==> config.mk <==
export PLATFORM = sky130hd
export DESIGN_NAME = mem_port_arbiter
export DESIGN_NICKNAME = d
export VERILOG_FILES = /design/src/rtl/mem_port_arbiter_pkg.sv /design/src/rtl/mem_port_arbiter_timer.sv /design/src/rtl/mem_port_arbiter.sv
export SDC_FILE = /design/constraint.sdc
export NUM_CORES = 1
export LEC_CHECK = 0
export BUFFER_PORTS_ARGS = -buffer_cell sky130_fd_sc_hd__buf_2
export CORE_AREA = 3 3 211 213
export DETAILED_ROUTE_END_ITERATION = 10
export DIE_AREA = 0 0 214 216
export PLACE_DENSITY = 0.51
export SYNTH_ARGS = -nofsm -noshare
export SYNTH_HDL_FRONTEND = slang
export SYNTH_SLANG_ARGS = --single-unit
==> constraint.sdc <==
create_clock -name i_clk -period 4.45 [get_ports i_clk]
set_input_delay 1.335 -clock i_clk [delete_from_list [all_inputs] [get_ports i_clk]]
set_output_delay 1.335 -clock i_clk [all_outputs]
set_load 0.01 [all_outputs]
==> src/rtl/mem_port_arbiter_pkg.sv <==
// Shared types and constants for the memory-port arbiter.
package mem_port_arbiter_pkg;

  // Width codes: data/address width is 1 << (code + 4).
  localparam int unsigned XLEN_32b = 1;
  localparam int unsigned XLEN_64b = 2;

  // Default BUSY-cycle limit before a transaction is abandoned.
  localparam int unsigned MAX_WAIT_DEFAULT = 15;

  typedef enum logic [1:0] {
    ST_IDLE   = 2'd0,
    ST_BUSY_F = 2'd1,
    ST_BUSY_E = 2'd2
  } arb_state_e;

  function automatic int unsigned xlen_width(input int unsigned xlen);
    return 1 << (xlen + 4);
  endfunction

endpackage

==> src/rtl/mem_port_arbiter_timer.sv <==
// Bus wait-state counter: clears while idle, counts BUSY cycles without
// ready, and flags the cycle on which the wait limit is reached.
module mem_port_arbiter_timer
  import mem_port_arbiter_pkg::*;
#(
  parameter int unsigned MAX_WAIT = MAX_WAIT_DEFAULT
) (
  input  logic i_clk,
  input  logic i_rst,
  input  logic i_clr,
  input  logic i_inc,
  output logic o_expire
);

  logic [7:0] cnt_q;

  // Wait counter: cleared on reset or idle, advanced on each unanswered busy cycle.
  always_ff @(posedge i_clk) begin
    if (i_rst || i_clr) begin
      cnt_q <= '0;
    end else if (i_inc) begin
      cnt_q <= cnt_q + 8'd1;
    end
  end

  // High during the MAX_WAIT-th busy cycle, so the bus request drops
  // after exactly MAX_WAIT cycles when no ready arrives.
  assign o_expire = (cnt_q == 8'(MAX_WAIT - 1));

endmodule

==> src/rtl/mem_port_arbiter.sv <==
// Shares one single-ported memory bus between fetch and execute
// load/store requesters, with wait-state timeout and alternation under
// contention.
module mem_port_arbiter
  import mem_port_arbiter_pkg::*;
#(
  parameter  int unsigned XLEN     = XLEN_64b,
  parameter  int unsigned MAX_WAIT = MAX_WAIT_DEFAULT,
  localparam int unsigned W        = xlen_width(XLEN),
  localparam int unsigned SW       = W / 8
) (
  input  logic          i_clk,
  input  logic          i_rst,
  // fetch port
  input  logic          i_f_req,
  input  logic [W-1:0]  i_f_addr,
  output logic          o_f_valid,
  output logic [W-1:0]  o_f_rdata,
  output logic          o_f_err,
  output logic          o_stall_f,
  // execute port
  input  logic          i_e_req,
  input  logic          i_e_we,
  input  logic [W-1:0]  i_e_addr,
  input  logic [W-1:0]  i_e_wdata,
  input  logic [SW-1:0] i_e_wstrb,
  output logic          o_e_valid,
  output logic [W-1:0]  o_e_rdata,
  output logic          o_e_err,
  output logic          o_stall_e,
  // memory bus
  output logic          o_mem_req,
  output logic          o_mem_we,
  output logic [W-1:0]  o_mem_addr,
  output logic [W-1:0]  o_mem_wdata,
  output logic [SW-1:0] o_mem_wstrb,
  input  logic          i_mem_ready,
  input  logic [W-1:0]  i_mem_rdata
);

  arb_state_e     state_q;
  logic           last_e_q;   // 1 = last completed transaction was execute
  logic           f_valid_q, f_err_q, e_valid_q, e_err_q;
  logic [W-1:0]   f_rdata_q, e_rdata_q;
  logic           mem_req_q, mem_we_q;
  logic [W-1:0]   mem_addr_q, mem_wdata_q;
  logic [SW-1:0]  mem_wstrb_q;

  logic           grant_e;
  logic           busy;
  logic           expire;

  // Execute wins contention unless it was served last.
  assign grant_e = i_e_req && (!i_f_req || !last_e_q);
  assign busy    = (state_q != ST_IDLE);

  mem_port_arbiter_timer #(
    .MAX_WAIT (MAX_WAIT)
  ) u_timer (
    .i_clk    (i_clk),
    .i_rst    (i_rst),
    .i_clr    (!busy),
    .i_inc    (busy && !i_mem_ready),
    .o_expire (expire)
  );

  // Arbitration FSM with registered bus command and response outputs.
  always_ff @(posedge i_clk) begin
    if (i_rst) begin
      state_q     <= ST_IDLE;
      last_e_q    <= 1'b0;
      f_valid_q   <= 1'b0;
      f_err_q     <= 1'b0;
      f_rdata_q   <= '0;
      e_valid_q   <= 1'b0;
      e_err_q     <= 1'b0;
      e_rdata_q   <= '0;
      mem_req_q   <= 1'b0;
      mem_we_q    <= 1'b0;
      mem_addr_q  <= '0;
      mem_wdata_q <= '0;
      mem_wstrb_q <= '0;
    end else begin
      f_valid_q <= 1'b0;
      f_err_q   <= 1'b0;
      e_valid_q <= 1'b0;
      e_err_q   <= 1'b0;
      unique case (state_q)
        ST_IDLE: begin
          if (grant_e) begin
            state_q     <= ST_BUSY_E;
            mem_req_q   <= 1'b1;
            mem_we_q    <= i_e_we;
            mem_addr_q  <= i_e_addr;
            mem_wdata_q <= i_e_wdata;
            mem_wstrb_q <= i_e_wstrb;
          end else if (i_f_req) begin
            state_q     <= ST_BUSY_F;
            mem_req_q   <= 1'b1;
            mem_we_q    <= 1'b0;
            mem_addr_q  <= i_f_addr;
            mem_wdata_q <= '0;
            mem_wstrb_q <= '0;
          end
        end
        ST_BUSY_F: begin
          if (i_mem_ready) begin
            state_q   <= ST_IDLE;
            mem_req_q <= 1'b0;
            last_e_q  <= 1'b0;
            f_valid_q <= 1'b1;
            f_rdata_q <= i_mem_rdata;
          end else if (expire) begin
            state_q   <= ST_IDLE;
            mem_req_q <= 1'b0;
            last_e_q  <= 1'b0;
            f_valid_q <= 1'b1;
            f_err_q   <= 1'b1;
            f_rdata_q <= '0;
          end
        end
        ST_BUSY_E: begin
          if (i_mem_ready) begin
            state_q   <= ST_IDLE;
            mem_req_q <= 1'b0;
            last_e_q  <= 1'b1;
            e_valid_q <= 1'b1;
            e_rdata_q <= mem_we_q ? '0 : i_mem_rdata;
          end else if (expire) begin
            state_q   <= ST_IDLE;
            mem_req_q <= 1'b0;
            last_e_q  <= 1'b1;
            e_valid_q <= 1'b1;
            e_err_q   <= 1'b1;
            e_rdata_q <= '0;
          end
        end
        default: begin
          state_q   <= ST_IDLE;
          mem_req_q <= 1'b0;
        end
      endcase
    end
  end

  assign o_f_valid   = f_valid_q;
  assign o_f_rdata   = f_rdata_q;
  assign o_f_err     = f_err_q;
  assign o_e_valid   = e_valid_q;
  assign o_e_rdata   = e_rdata_q;
  assign o_e_err     = e_err_q;
  assign o_mem_req   = mem_req_q;
  assign o_mem_we    = mem_we_q;
  assign o_mem_addr  = mem_addr_q;
  assign o_mem_wdata = mem_wdata_q;
  assign o_mem_wstrb = mem_wstrb_q;

  assign o_stall_f = i_f_req && !f_valid_q;
  assign o_stall_e = i_e_req && !e_valid_q;

endmodule

==> impl_metrics.tcl <==
set metrics [dict create \
    status "finished, final reports clean" \
    vias_per_cell 4.44 \
    end_kind "primary output" \
    syn-cell-area_sq_um 10500 \
    slowest_stage "nor2b_1" \
    cts_tree "yes" \
    mostFrequentLayoutCells "buf_2, dfxtp_1, nor2_1" \
    synth_top_cell_by_area "dfxtp_1" \
    post_cts_resized 0 \
    netlist_top_cells_area "dfxtp_1, mux2i_1, a22o_1" \
    port_buffers 541 \
    period_minus_slack_ps 3360 \
    design.die.area_sq_um 46200 \
    grt_pass1_wl_mm 57.3 \
    netlist.area_leader.share_pct 53.6 \
    wl_mm 38.1 \
    critPathBufInv 2 \
    drt-pass1-iter-count 5 \
    syn_avg_cell_area_sq_um 10.2 \
    slowest_delay_ps 300 \
    grt_max_degree 164 \
    fp.dieW_um 214 \
    clkLatencyLatePin_ps 530 \
    wl_per_cell_um 17.8 \
    setup_viol 0 \
    whs_ps 466 \
    synth-simple-area-share_pct 13.1 \
    synth_adder_area_share_pct 0.596 \
    drive_above_1_share_pct 39.5 \
    synth_top_family_by_area "compound AO/OA/AOI/OAI gates" \
    synthMuxAreaShare_pct 12.2 \
    drc_errors 0 \
    grt-ovfl-total 0 \
    num_io_pins 542 \
    crit_top_cell "buf_2" \
    cts.clk_slew.worst_paths_ps 60 \
    antenna_found_initial 11 \
    power.density_nw_per_um2 444 \
    cts-root-buf "clkbuf_16" \
    fillers 4457 \
    final_common_cell "buf_2" \
    synth-compound-area-share_pct 16.0 \
    groute.usage.overall_pct 15.6 \
    rsz0062_at_grt "false" \
    syn_nets 1307 \
    syn2layout_area_growth_pct 41.8 \
    worst_slew_pin_slew_ps 1170 \
    drv_cap 0 \
    drt-initial-drc-count 495 \
    crit_family "buffers and inverters" \
    detail-route-antenna-nets 0 \
    slew_violations 0 \
    synthDistinctLibCells 35 \
    ys_warn_count 0 \
    grt_pass1_vias 9313 \
    crit_arrival_ps 2030 \
    synth_seq_area_share_pct 53.6 \
    numCtsBuffers 34 \
    finalSetupTns_ps 0 \
    min_path_type "flip-flop to flip-flop" \
    path_cells "buf_2, nor2b_1, buf_2" \
    cts_buffer_depth 3 \
    vias 9515 \
    cts_hold_buf 0 \
    syn_inst 1032 \
    place_congestion 0.833 \
    p_leak_uw 0.00742 \
    clock_sinks 281 \
    path_class "input port to primary output" \
    ir_worst_vdd_v 0.000261 \
    fin_skew_ps 14.2 \
    finalHoldViolCount 0 \
    rows 76 \
    synth_seq_cells 281 \
    die_h_um 216 \
    htreeDepth 2 \
    core_sq_um 42900 \
    startpoint_type "input port" \
    cp_max_fo 7 \
    slew_headroom_pct 22.1 \
    synthXorXnorAreaFrac_pct 0.584 \
    initial_core_util_pct 24.5 \
    fmax_mhz 298 \
    fin_nets 1806 \
    postCtsSetupBuffers 0 \
    place_hpwl_mm 27.0 \
    post-route-period-util_pct 75.5 \
    cp.required_ps 3120 \
]
==> registers in the layout, indices dropped and copies added, names as in the netlist <==
signal and cells:
o_f_err 1, u_timer.cnt_q 8, o_f_valid 1, o_e_err 1, state_q 2, o_mem_wdata 64, last_e_q 1, o_mem_we 1
o_mem_addr 64, o_e_valid 1, o_e_rdata 64, o_f_rdata 64, o_mem_wstrb 8, o_mem_req 1
==> worst paths after layout <==
check	start	endpoint	slack, ps	cells past startpoint
min reg2reg	o_f_rdata[63]	o_f_rdata[63]	470	1
max reg2reg	u_timer.cnt_q[1]	o_e_rdata[7]	2070	6
min	o_f_rdata[63]	o_f_rdata[63]	470	1
max	i_f_req	o_stall_f	1090	3
==> cells in the mapped netlist <==
cell,number
o21ai_1,3
dfxtp_1,281
or2_2,1
o2bb2ai_1,1
a211oi_1,65
nor2b_1,4
nor3b_1,1
ha_1,5
a21o_1,1
nand3b_1,1
mux2i_1,128
and2_1,1
nand4_1,2
buf_2,16
nor4bb_1,2
inv_1,5
nand2_1,69
nand2b_1,66
nor2_1,149
or2_1,1
a221oi_1,1
a22oi_1,73
xnor2_1,1
a21boi_1,1
buf_6,5
a21oi_1,4
nor4b_1,2
o21bai_2,1
or4b_4,1
and3b_1,2
a22o_1,64
xor2_1,6
buf_1,2
clkbuf_1,66
and3_1,1
==> worst reg2reg max path: stages, from the launching register on <==
cell and delay [ps]:
dfxtp_1 420, ha_1 190, or4b_4 480, o21bai_2 290
nand2_4 310, buf_12 320, mux2i_1 230
==> power breakdown <==
part / internal (uW) / switching, uW
Clock: 1680 / 1100
Combinational: 435 / 608
Sequential: 2700 / 93.6
==> area by class of cell <==
type	instances	area, sq um	share of cell area [%]
repair buffers	552	2870	19.3
well taps	585	732	4.92
clock buffers	50	1000	6.74
inverters	5	18.8	0.126
clock inverters	9	104	0.698
multi-input cells	657	4510	30.3
diodes	3	7.51	0.0505
flip-flops and latches	281	5630	37.8
==> through the flow <==
stage	setup WS, ps	cell area (sq um)	cells	util, %	power, uW
CTS	1050	14900	2139	34.7	6740
global placement	1040	13800	2080	32.1	3890
global route	1030	14900	2141	34.7	6940
floorplan	1580	10500	1032	-	3410
finish	1090	14900	2142	34.7	6610
detailed placement	1050	13800	2080	32.1	3900
==> layer usage <==
layer / up-vias / routed length, um / GRT usage [%]
met5: - / 78 / 0
met4: 12 / 976 / 4.69
met3: 72 / 3420 / 6.15
met2: 382 / 17700 / 25.7
met1: 4394 / 15900 / 18.8
li1: 4655 / - / -
==> kinds of logic (layout without fill, tap and decap cells) <==
logic type,count (synthesis),in the layout
AND/OR/NAND/NOR,303,303
flip-flops,281,281
AO/OA/AOI/OAI,214,214
multiplexers,128,128
buffers and inverters,94,616
XOR/XNOR,7,7
adder cells (fa/ha/maj),5,5
other,0,3
Note: power is estimated with default switching activity, not from simulation.
